`src/rtl/edge_pkg.sv`:
```
// Shared types and sizing helpers for the edge generator / detector pair.
// Latency: n/a (declarations only).
// Backpressure: n/a.
package edge_pkg;

   typedef enum logic [1:0] {ST_IDLE, ST_LOW, ST_HIGH} fall_st_t;

   // Phase counter width: enough bits to count up to the longer phase minus one.
   function automatic int phase_cnt_w(input int low_cyc, input int high_cyc);
      int longest;
      longest = (low_cyc > high_cyc) ? low_cyc : high_cyc;
      return (longest <= 1) ? 1 : $clog2(longest);
   endfunction

endpackage

```
`src/rtl/en2falling_gen.sv`:
```
// Turns single-cycle enable requests into timed falling edges with min low/high times.
// Latency: en at edge N -> out low at edges N+1..N+LOW_CYC; back-to-back period LOW_CYC+HIGH_CYC.
// Backpressure: none upstream; excess requests queue in a saturating counter, overflow pulses drop.
module en2falling_gen
   import edge_pkg::*;
#(
   parameter int LOW_CYC  = 2,
   parameter int HIGH_CYC = 2,
   parameter int PEND_W   = 4
) (
   input  logic              clk,
   input  logic              rst,
   input  logic              en,
   output logic              out,
   output logic              busy,
   output logic [PEND_W-1:0] pend,
   output logic              drop
);

   if (LOW_CYC < 1 || HIGH_CYC < 1 || PEND_W < 1) begin : g_param_chk
      $error("en2falling_gen: LOW_CYC, HIGH_CYC and PEND_W must all be >= 1");
   end

   localparam int                CNT_W     = phase_cnt_w(LOW_CYC, HIGH_CYC);
   localparam logic [CNT_W-1:0]  LOW_LAST  = CNT_W'(LOW_CYC - 1);
   localparam logic [CNT_W-1:0]  HIGH_LAST = CNT_W'(HIGH_CYC - 1);
   localparam logic [PEND_W-1:0] PEND_MAX  = '1;

   fall_st_t          state_q, state_d;
   logic [CNT_W-1:0]  cnt_q, cnt_d;
   logic [PEND_W-1:0] pend_q, pend_d;
   logic              out_q, out_d;
   logic              busy_q, busy_d;
   logic              drop_q, drop_d;
   logic              req;
   logic              start;

   // State register: phase state and the counter timing the current phase.
   always_ff @(posedge clk) begin
      if (rst) begin
         state_q <= ST_IDLE;
         cnt_q   <= '0;
      end else begin
         state_q <= state_d;
         cnt_q   <= cnt_d;
      end
   end

   // Next state: a new fall may only start from IDLE or on the final HIGH cycle.
   always_comb begin
      req     = en | (pend_q != '0);
      state_d = state_q;
      start   = 1'b0;
      case (state_q)
         ST_IDLE: begin
            if (req) begin
               state_d = ST_LOW;
               start   = 1'b1;
            end
         end
         ST_LOW: begin
            if (cnt_q == LOW_LAST) begin
               state_d = ST_HIGH;
            end
         end
         ST_HIGH: begin
            if (cnt_q == HIGH_LAST) begin
               if (req) begin
                  state_d = ST_LOW;
                  start   = 1'b1;
               end else begin
                  state_d = ST_IDLE;
               end
            end
         end
         default: state_d = ST_IDLE;
      endcase
      // Counter restarts on every phase entry and is parked at zero while idle.
      if (state_d != state_q || state_q == ST_IDLE) begin
         cnt_d = '0;
      end else begin
         cnt_d = cnt_q + 1'b1;
      end
   end

   // Request accounting: a start consumes the oldest queued request, else en itself.
   always_comb begin
      pend_d = pend_q;
      drop_d = 1'b0;
      if (start) begin
         if (!en && pend_q != '0) begin
            pend_d = pend_q - 1'b1;
         end
      end else if (en) begin
         if (pend_q != PEND_MAX) begin
            pend_d = pend_q + 1'b1;
         end else begin
            drop_d = 1'b1;
         end
      end
   end

   // Output decode from the next state so the line changes on the deciding edge.
   always_comb begin
      out_d  = (state_d != ST_LOW);
      busy_d = (state_d != ST_IDLE) || (pend_d != '0);
   end

   // Output and queue registers; reset discards queued requests and releases the line.
   always_ff @(posedge clk) begin
      if (rst) begin
         pend_q <= '0;
         out_q  <= 1'b1;
         busy_q <= 1'b0;
         drop_q <= 1'b0;
      end else begin
         pend_q <= pend_d;
         out_q  <= out_d;
         busy_q <= busy_d;
         drop_q <= drop_d;
      end
   end

   assign out  = out_q;
   assign busy = busy_q;
   assign pend = pend_q;
   assign drop = drop_q;

endmodule

```
`config.mk`:
```
export PLATFORM = sky130hd
export DESIGN_NAME = en2falling_gen
export DESIGN_NICKNAME = d
export VERILOG_FILES = /design/src/rtl/edge_pkg.sv /design/src/rtl/en2falling_gen.sv
export SDC_FILE = /design/constraint.sdc
export NUM_CORES = 1
export LEC_CHECK = 0
export CAP_MARGIN = 20
export CORE_MARGIN = 2
export CORE_UTILIZATION = 30
export CTS_BUF_LIST = sky130_fd_sc_hd__clkbuf_4
export DETAILED_ROUTE_END_ITERATION = 12
export PLACE_DENSITY = 0.54
export SLEW_MARGIN = 20
export SYNTH_ARGS = -nofsm -noshare
export SYNTH_HDL_FRONTEND = slang
export SYNTH_SLANG_ARGS = --single-unit
```
`constraint.sdc`:
```
create_clock -name clk -period 2.3 [get_ports clk]
set_input_delay 0.23 -clock clk [delete_from_list [all_inputs] [get_ports clk]]
set_output_delay 0.23 -clock clk [all_outputs]
set_load 0.02 [all_outputs]
```
==> results.tsv <==
stage	metric	value	unit
clock_network	clkTransAtPathRegs	0.07	ns
routing	vias_per_cell	5.07	
setup_path	reg2reg_depth	7	
place	place_area	693	um^2
timing	slew_violations	0	
synth	synth_common_cells	dfxtp_1 (10), nor2_1 (7), nand2_1 (6), inv_1 (4), nor3_1 (4)	
clock_network	cts_inserted_buffers	3	
synth	syn_area	604	um^2
synth	yosys_warnings	0	
timing	rsz0062_at_grt	no	
routing	drt_iter0_markers	12	
setup_path	worstSetupPathType	reg -> reg	
power	ir_worst_vdd	0.505	mV
finish	fin_cells	108	
clock_network	cts-hold-fix-buffers	0	
setup_path	crit_path_start_kind	register	
timing	finalCritPeriodShare	79.1	%
finish	syn2layout_area_growth	19.0	%
finish	n_antenna_cell	0	
synth	yosys-top-cells-area	dfxtp_1 (33%), mux2i_1 (5.0%), nor2_1 (4.3%)	
routing	drtPass1Iterations	4	
clock_network	clk_path_buf_depth	2	
finish	nFillCells	210	
synth	synth_edf_count	0	
clock_network	cts-resized-gates	0	
setup_path	cp.depth	7	
power	leakage	0.263	nW
clock_network	clock-sinks	10	
timing	final.min_clock_period	1.82	ns
timing	max_freq	550	MHz
power	p_per_area	910	nW/um^2
synth	synth_cells	73	
synth	avgSynthCellArea	8.28	um^2
setup_path	cp_cell_sequence	inv_1 > ha_1 > nor3b_1 > o311ai_1 > o2111ai_1 > nor3_1 > a31oi_1	
routing	drt_wl_total	1340	um
finish	seq_area	200	um^2
run	maxCapViolations	0	
grt	grt_max_degree	13	
clock_network	insertion_delay	0.27	ns
synth	synth-async-reset-ratio	0	%
setup_path	critical-path-max-stage-delay	0.46	ns
timing	hold_viol	0	
floorplan	die_x	48.9	um
timing	slew_headroom	63.2	%
synth	yosysMostFrequentCell	dfxtp_1	
setup_path	critPathTopFamily	compound AO/OA/AOI/OAI gates	
grt	grt_antenna_before_repair	0	
grt	grt_pass1_vias	511	
synth	synth_ff_type	dfxtp_1	
place	detailedPlace.worstSlack	0.393	ns
place	hpwl	981	um
finish	multi_input_area	350	um^2
synth	synth_top_area_cell	dfxtp_1	
floorplan	floorplan.initialDensity	31.4	%
setup_path	worstPathRequired	2.45	ns
timing	skew	0.00331	ns
clock_network	cts_tree	yes	
timing	setup_slack	0.481	ns
setup_path	arrival	1.97	ns
setup_path	cp-end-kind	register	
clock_network	h-tree-depth	1	
clock_network	cts_setup_buffers	0	
finish	finalInstanceArea	719	um^2
timing	fin_setup_tns	0	ns
place	gp_congestion	0.878	
place	dp_cells	104	
floorplan	core	1920	um^2
setup_path	crit_buf_inv	1	
routing	wire_per_inst	12.4	um
floorplan	die_h	48.9	um
floorplan	dieArea	2390	um^2
place	io_buffers	9	
routing	num_vias	548	
setup_path	cp_slowest_cell	dfxtp_1	
synth	synth.top_cell.area_share	33.1	%
grt	grt_pass1_wl	2350	um
timing	setup_viol	0	
timing	tightest_slew	0.544	ns
floorplan	rows	16	
finish	nNetsFinal	87	
grt	grt_overflow	0	
synth	yosysUniqueCellTypes	35	
finish	layout-drive-gt1-share	8.64	%
synth	synth_nets	78	
routing	final_antenna_net_count	0	
grt	track_usage	12.7	%
run_status	status	finished, final reports clean	
routing	drc_errors	0	
floorplan	ios	10	
hold_path	whs_path_depth	1	
synth	synth_seq_cells	10	
synth	ys_seq_area_share	33.1	%
setup_path	path_max_fanout	8	
clock_network	clockRootBuffer	clkbuf_4	
hold_path	hold_path.class	reg -> reg	
## worst reg2reg max path, cell delays in order (launching register included)
cell	delay (ns)
dfxtp_1	0.46
inv_1	0.10
ha_1	0.26
nor3b_1	0.17
o311ai_1	0.24
o2111ai_1	0.17
nor3_1	0.20
a31oi_1	0.09
## layer usage
layer / vias up / global-route usage [%] / share of wire, %
met3: 0 / 6.13 / 5.2
met5: - / 0 / 0
met2: 16 / 19.4 / 43
met1: 249 / 16.2 / 52
met4: 0 / 2.86 / 0
li1: 283 / - / -
## kinds of logic after synthesis
| logic type | Yosys count | share of synthesized area, % |
|---|---|---|
| xor gates and xnor gates | 1 | 1.45 |
| DFF | 10 | 33.1 |
| muxes | 3 | 4.97 |
| AOI/OAI and AO/OA | 15 | 18.2 |
| and+or+nand+nor | 32 | 29.2 |
| buffers and inverters | 10 | 8.90 |
| adders and majority gates | 2 | 4.14 |
## path summary, 6_finish.rpt
path | from | to | slack (ns)
min reg2reg | cnt_q$_SDFF_PP0_ | cnt_q$_SDFF_PP0_ | 0.50
max | pend[0]$_SDFF_PP0_ | busy$_SDFF_PP0_ | 0.48
min | cnt_q$_SDFF_PP0_ | cnt_q$_SDFF_PP0_ | 0.50
max reg2reg | pend[0]$_SDFF_PP0_ | busy$_SDFF_PP0_ | 0.48
## report_power, final
group          internal, W  switching, W
clock network    0.0000627     0.0000637
logic             0.000135      0.000139
registers         0.000203     0.0000516
## final cells by class
type | instances | area share, %
Inverter | 5 | 2.61
Timing Repair Buffer | 9 | 12.5
Clock buffer | 3 | 3.13
Clock inverter | 1 | 0.522
Sequential cell | 10 | 27.8
Multi-Input combinational cell | 53 | 48.7
Tap cell | 27 | 4.70
## state kept, by name, summed over array words and instances, names as in the netlist
name and count:
state_q 2, busy 1, pend 4, drop 1, out 1, cnt_q 1
## placed cells by master, fill, tap and decap left out, types with 2 or more instances in the layout
cell | synthesis | final
nand4_1 | 3 | 3
nor4b_1 | 2 | 2
a31oi_1 | 2 | 2
nand3_1 | 2 | 2
a21oi_1 | 2 | 2
dfxtp_1 | 10 | 10
nand2_1 | 6 | 6
inv_1 | 4 | 4
clkdlybuf4s50_1 | 0 | 9
ha_1 | 2 | 2
o2111ai_1 | 2 | 2
mux2i_1 | 3 | 3
nor3_1 | 4 | 4
clkbuf_4 | 0 | 3
nor2_1 | 7 | 7
nor4_1 | 2 | 2
## per-stage QoR
step | power [W] | hold WS, ns | util [%]
final | 0.000655 | 0.495 | 37.4
after global routing | 0.000713 | 0.531 | 37.4
after CTS | 0.000664 | 0.493 | 37.4
after detailed placement | 0.000530 | 0.484 | 36.1
after global placement | 0.000533 | 0.483 | 36.1
after floorplan | 0.000464 | 0.448 | -
Note: power is estimated with default switching activity, not from simulation.
